--- src/rtl/number_sampler.sv ---
// Numbers-overlay readout sampler: four producers write a shadow bank through a
// round-robin req/ack port; the displayed bank swaps in at throttled frame ticks.
module number_sampler_lane #(
  parameter int WIDTH = 16
) (
  input  logic             clk,
  input  logic             reset_n,
  input  logic             gnt,
  input  logic             swap,
  input  logic [WIDTH-1:0] din,
  output logic             pending,
  output logic [WIDTH-1:0] disp
);
  logic [WIDTH-1:0] shadow;

  // A grant landing on the swap edge: display takes the old shadow, the new
  // write stays pending.
  always_ff @(posedge clk or negedge reset_n) begin
    if (!reset_n) begin
      shadow  <= '0;
      disp    <= '0;
      pending <= 1'b0;
    end else begin
      if (gnt)             shadow <= din;
      if (swap && pending) disp   <= shadow;
      pending <= gnt | (pending & ~swap);
    end
  end
endmodule

module number_sampler #(
  parameter int WIDTH       = 16,
  parameter int HOLD_FRAMES = 15
) (
  input  logic             clk,
  input  logic             reset_n,
  input  logic             frame_tick,
  input  logic             freeze,
  input  logic [3:0]       req,
  input  logic [WIDTH-1:0] data0,
  input  logic [WIDTH-1:0] data1,
  input  logic [WIDTH-1:0] data2,
  input  logic [WIDTH-1:0] data3,
  output logic [3:0]       ack,
  output logic [WIDTH-1:0] var1,
  output logic [WIDTH-1:0] var2,
  output logic [WIDTH-1:0] var3,
  output logic [WIDTH-1:0] var4,
  output logic             update,
  output logic [3:0]       pending
);
  localparam int NUM_LANES = 4;
  localparam logic [7:0] HOLD = 8'(HOLD_FRAMES);

  logic [NUM_LANES-1:0][WIDTH-1:0] din, disp;
  logic [NUM_LANES-1:0] elig, gnt;
  logic [1:0] ptr, gidx;
  logic [7:0] fcnt;
  logic       found, due, swap;

  assign din  = {data3, data2, data1, data0};
  assign elig = req & ~ack;   // blocks a second capture while ack is still high
  assign due  = frame_tick && (fcnt == HOLD);
  assign swap = due && !freeze;

  always_comb begin
    gnt   = '0;
    gidx  = ptr;
    found = 1'b0;
    for (int k = 0; k < NUM_LANES; k++) begin
      if (!found && elig[ptr + 2'(k)]) begin
        found = 1'b1;
        gidx  = ptr + 2'(k);
      end
    end
    if (found) gnt[gidx] = 1'b1;
  end

  always_ff @(posedge clk or negedge reset_n) begin
    if (!reset_n) begin
      ack    <= '0;
      ptr    <= '0;
      fcnt   <= '0;
      update <= 1'b0;
    end else begin
      ack    <= gnt;
      update <= swap && (|pending);
      if (found)      ptr  <= gidx + 2'd1;
      if (frame_tick) fcnt <= due ? 8'd0 : fcnt + 8'd1;
    end
  end

  for (genvar i = 0; i < NUM_LANES; i++) begin : g_lane
    number_sampler_lane #(.WIDTH(WIDTH)) u_lane (
      .clk     (clk),
      .reset_n (reset_n),
      .gnt     (gnt[i]),
      .swap    (swap),
      .din     (din[i]),
      .pending (pending[i]),
      .disp    (disp[i])
    );
  end

  assign var1 = disp[0];
  assign var2 = disp[1];
  assign var3 = disp[2];
  assign var4 = disp[3];
endmodule
--- config.mk ---
export PLATFORM = sky130hd
export DESIGN_NAME = number_sampler
export DESIGN_NICKNAME = d
export VERILOG_FILES = /design/src/rtl/number_sampler.sv
export SDC_FILE = /design/constraint.sdc
export NUM_CORES = 1
export LEC_CHECK = 0
export CORE_MARGIN = 2
export CORE_UTILIZATION = 41
export DETAILED_ROUTE_END_ITERATION = 16
export GPL_TIMING_DRIVEN = 0
export PLACE_DENSITY = 0.68
export SLEW_MARGIN = 20
export SYNTH_ARGS = -nofsm -noshare
export SYNTH_HDL_FRONTEND = slang
export SYNTH_HIERARCHICAL = 1
export SYNTH_SLANG_ARGS = --single-unit
--- constraint.sdc ---
create_clock -name clk -period 3.4 [get_ports clk]
set_input_delay 1.02 -clock clk [delete_from_list [all_inputs] [get_ports clk]]
set_output_delay 1.02 -clock clk [all_outputs]
set_load 0.1 [all_outputs]
==> metrics.md <==
| Metric | Value |
|---|---|
| Post-layout util | 58.4% |
| Critical-path cell list | clkbuf_1 > nand4_1 > or2_1 > nor2_1 > nand2_4 > buf_12 > mux2_4 |
| Max-slew headroom | 28.8% |
| Clock Root Buffer | clkbuf_16 |
| Setup fix buffers added after clock tree synthesis | 0 |
| Internal power | 4.51 mW |
| Met1 Resource Use GR | between 10% and 20% |
| Met3 track demand over resource | 5.77% |
| Final Max Slew Viols | 0 |
| Final hold violation count | 0 |
| Die width | 124 um |
| Relative contribution of combinational cells to total power | 38.0% |
| Number of design rule violations left after detail routing | 0 |
| Critical setup path kind | in2reg |
| Most common cell after layout, fill and taps aside | dfrtp_1 |
| # hold bufs at CTS | 0 |
| Remaining global-route overflow | 0 |
| Switching Power | between 2 and 3 mW |
| Aggregate negative setup slack | 0 ns |
| Post-route fraction of the period consumed by the critical path | between 90% and 100% |
| Routability congestion estimate | ~0.67 |
| Starting density of the core | around 42% |
| # rows | 43 |
| Worst hold margin | 0.500 ns |
| Static leakage | 3.70 nW |
| Leading cell types in the layout, fill and taps excluded | dfrtp_1 (147), clkdlybuf4s50_1 (142), mux2_2 (88) |
| Power density over the cells | 879 nW/um2 |
| Number of antenna violations at the first check in global routing | 0 |
| Outcome | complete, no violations |
| Post-Syn Nets | between 400 and 500 |
| Final Routed Wirelength | 11600 um |
| Number of nets in the layout | between 500 and 600 |
| Clock transition at the register clock pins on the worst setup and hold paths after CTS | approximately 0.060 ns |
| Vias per std cell | 4.88 |
| Worst ir drop on vdd | approximately 0.00043 V |
| DRC violation total after the first TritonRoute iteration | approximately 120 |
| Setup clock skew after layout | between 0.01 and 0.015 ns |
| Crit path time final | 3.08 ns |
| RSZ-0062 raised after global routing | no |
| Yosys synthesis warning count | 6 |
| Arr. time, crit path | 3.37 ns |
| H-tree levels | 4 |
| First-pass GRT wire length | approximately 19000 um |
| Least setup slack across all paths after layout | 0.319 ns |
| Hold Crit Class | reg2reg |
| Count of state elements after synthesis | 147 |
| Count of different cell masters after synthesis | 39 |
| Vias after detailed routing | 3496 |
| Wirelength per Cell | ~16 um |
| Actual slew at the worst max-slew pin | 1.06 ns |
| Post-synth design cell area | 5910 um2 |
| Inserted Diodes | 0 |
| Cell area after layout | 8170 um2 |
| Maximum operating frequency | 325 MHz |
| Required time of the worst setup path | ~3.7 ns |
| Core region area | between 10000 and 15000 um2 |
| Total CTS buffers | 17 |
| Number of enable-type register cells in the synthesized netlist | 0 |
| Part of the total power dissipated in sequential elements | 37.1% |
| Clock tree from TritonCTS | yes |
| Met2 track demand over resource | 25.2% |
| Final HPWL DP | ~8000 um |
| Grt peak-use layer | met2 |
| P&R area growth vs syn | 38.3% |
| Total number of clock tree sinks | ~150 |
| Share of final-layout standard cells stronger than drive strength 1 | 33.3% |
| Number of cells upsized or downsized after cts | 0 |
| Synthesized area per cell | between 15 and 20 um2 |
| Cell with the largest stage delay on the worst path | nor2_1 |
| Slowest Stage Delay on Critical Path | 0.81 ns |
| Clk buf depth | 2 |
| Global-route usage over all layers | 15.9% |
| Pin count of the biggest net entering global routing | 75 |
| Synthesized instance count | 361 |
| IO buf count | 143 |
| Share of the yosys chip area belonging to registers | between 60 and 70% |
| Slack of the worst reg-to-reg path | 0.46 ns |
| Share of flip-flops with an asynchronous set or reset | 100% |
| Via count of the first global-routing pass | approximately 3.8k |
| First drt pass iteration count | 4 |
| Worst setup EP type | flip-flop |
| Crit path max fanout | 10 |
| Top-Level Pins | between 100 and 150 |
| Y dimension of the die | 124 um |
| Total of endpoints with negative setup slack in the final report | 0 |
| Maximum capacitance violations | 0 |
| Dominant register cell in the synthesized netlist | dfrtp_1 |
| Placed instance area | 7600 um2 |
| DP Worst Slack | -0.133 ns |
| Floorplan die area | 15400 um2 |
| Switching share of power | 37.2% |
| Startpoint class of the critical path | input pin |
| Fraction of power consumed by the clock network | 25.0% |
| Worst-Skew Late Latency | roughly 0.41 ns |
| Antenna-violating nets left | 0 |
==> per-stage QoR <==
stage	std cells	power (mW)
2_1_floorplan	361	4.74
3_3_place_gp	684	5.35
3_5_place_dp	685	5.44
4_1_cts	717	7.27
5_1_grt	717	7.54
6_report	717	7.18
==> cell type report <==
type	count	area (um2)
tap	180	225
multi-input combinational	194	2050
timing repair buffer	144	1460
clock inverter	10	108
fill	1153	5820
inverter	7	26.3
clock buffer	22	464
sequential	147	3680
buffer	13	159
==> state kept, by name (all words and copies together), names as in the netlist <==
register               flops
update                     1
ptr                        2
ack                        4
g_lane.u_lane/shadow      64
g_lane.u_lane/disp        64
g_lane.u_lane/pending      4
fcnt                       8
==> cell usage after synthesis (2+ instances only) <==
cell	instances	area (um2)
o21ai_0	6	30.0
nor3_1	2	10.0
o32ai_1	2	17.5
nor2_1	3	11.3
nand2_4	4	45.0
buf_12	4	80.1
nand2b_1	6	37.5
buf_6	4	45.0
buf_4	4	30.0
nand2_1	5	18.8
inv_1	7	26.3
a211oi_1	3	22.5
mux2_4	40	601
mux2_2	88	991
nand3_1	4	20.0
a21o_1	5	37.5
xnor2_1	3	26.3
nor2b_1	2	12.5
dfrtp_1	147	3680
nand4_1	2	12.5
a21oi_1	2	10.0
==> critical path: cells and delay by family <==
kind                   cells  cell delay, ns
buffers and inverters      2            0.48
multiplexers               1            0.30
AND/OR/NAND/NOR            4            1.57
==> final timing paths <==
path	cells after the start	startpoint	to
max	7	frame_tick	g_lane[1].u_lane/disp[3]
min	1	g_lane[3].u_lane/shadow[15]	g_lane[3].u_lane/disp[15]
max reg2reg	6	fcnt[5]	g_lane[1].u_lane/disp[3]
max in group asynchronous	2	reset_n	g_lane[0].u_lane/disp[15]
min in group asynchronous	1	reset_n	g_lane[1].u_lane/disp[4]
min reg2reg	1	g_lane[3].u_lane/shadow[15]	g_lane[3].u_lane/disp[15]
==> routing by layer <==
layer | share of wire (%) | routed length, um
met5 | 0 | 0
met4 | 1.6 | 188
met3 | 6.9 | 795
met2 | 48 | 5510
met1 | 44 | 5100
==> power groups by stage <==
stage / Clock, mW / Combinational [mW] / Sequential (mW)
after CTS: 1.84 / 2.76 / 2.67
after floorplan: 0 / 1.01 / 3.73
after global routing: 1.93 / 2.87 / 2.75
after detailed placement: 0 / 2.75 / 2.69
after global placement: 0 / 2.69 / 2.66
final: 1.79 / 2.72 / 2.66
==> cells by family (layout without fill, tap and decap cells) <==
logic type / count (synthesis) / after routing / share of synthesized area (%)
and+or+nand+nor: 36 / 36 / 3.96
xor gates and xnor gates: 4 / 4 / 0.593
buffers and inverters: 20 / 196 / 3.13
DFF: 147 / 147 / 62.2
muxes: 128 / 128 / 26.9
adders and majority gates: 1 / 1 / 0.212
AOI/OAI and AO/OA: 25 / 25 / 2.94
No activity file was read; power rests on OpenSTA's default activity.
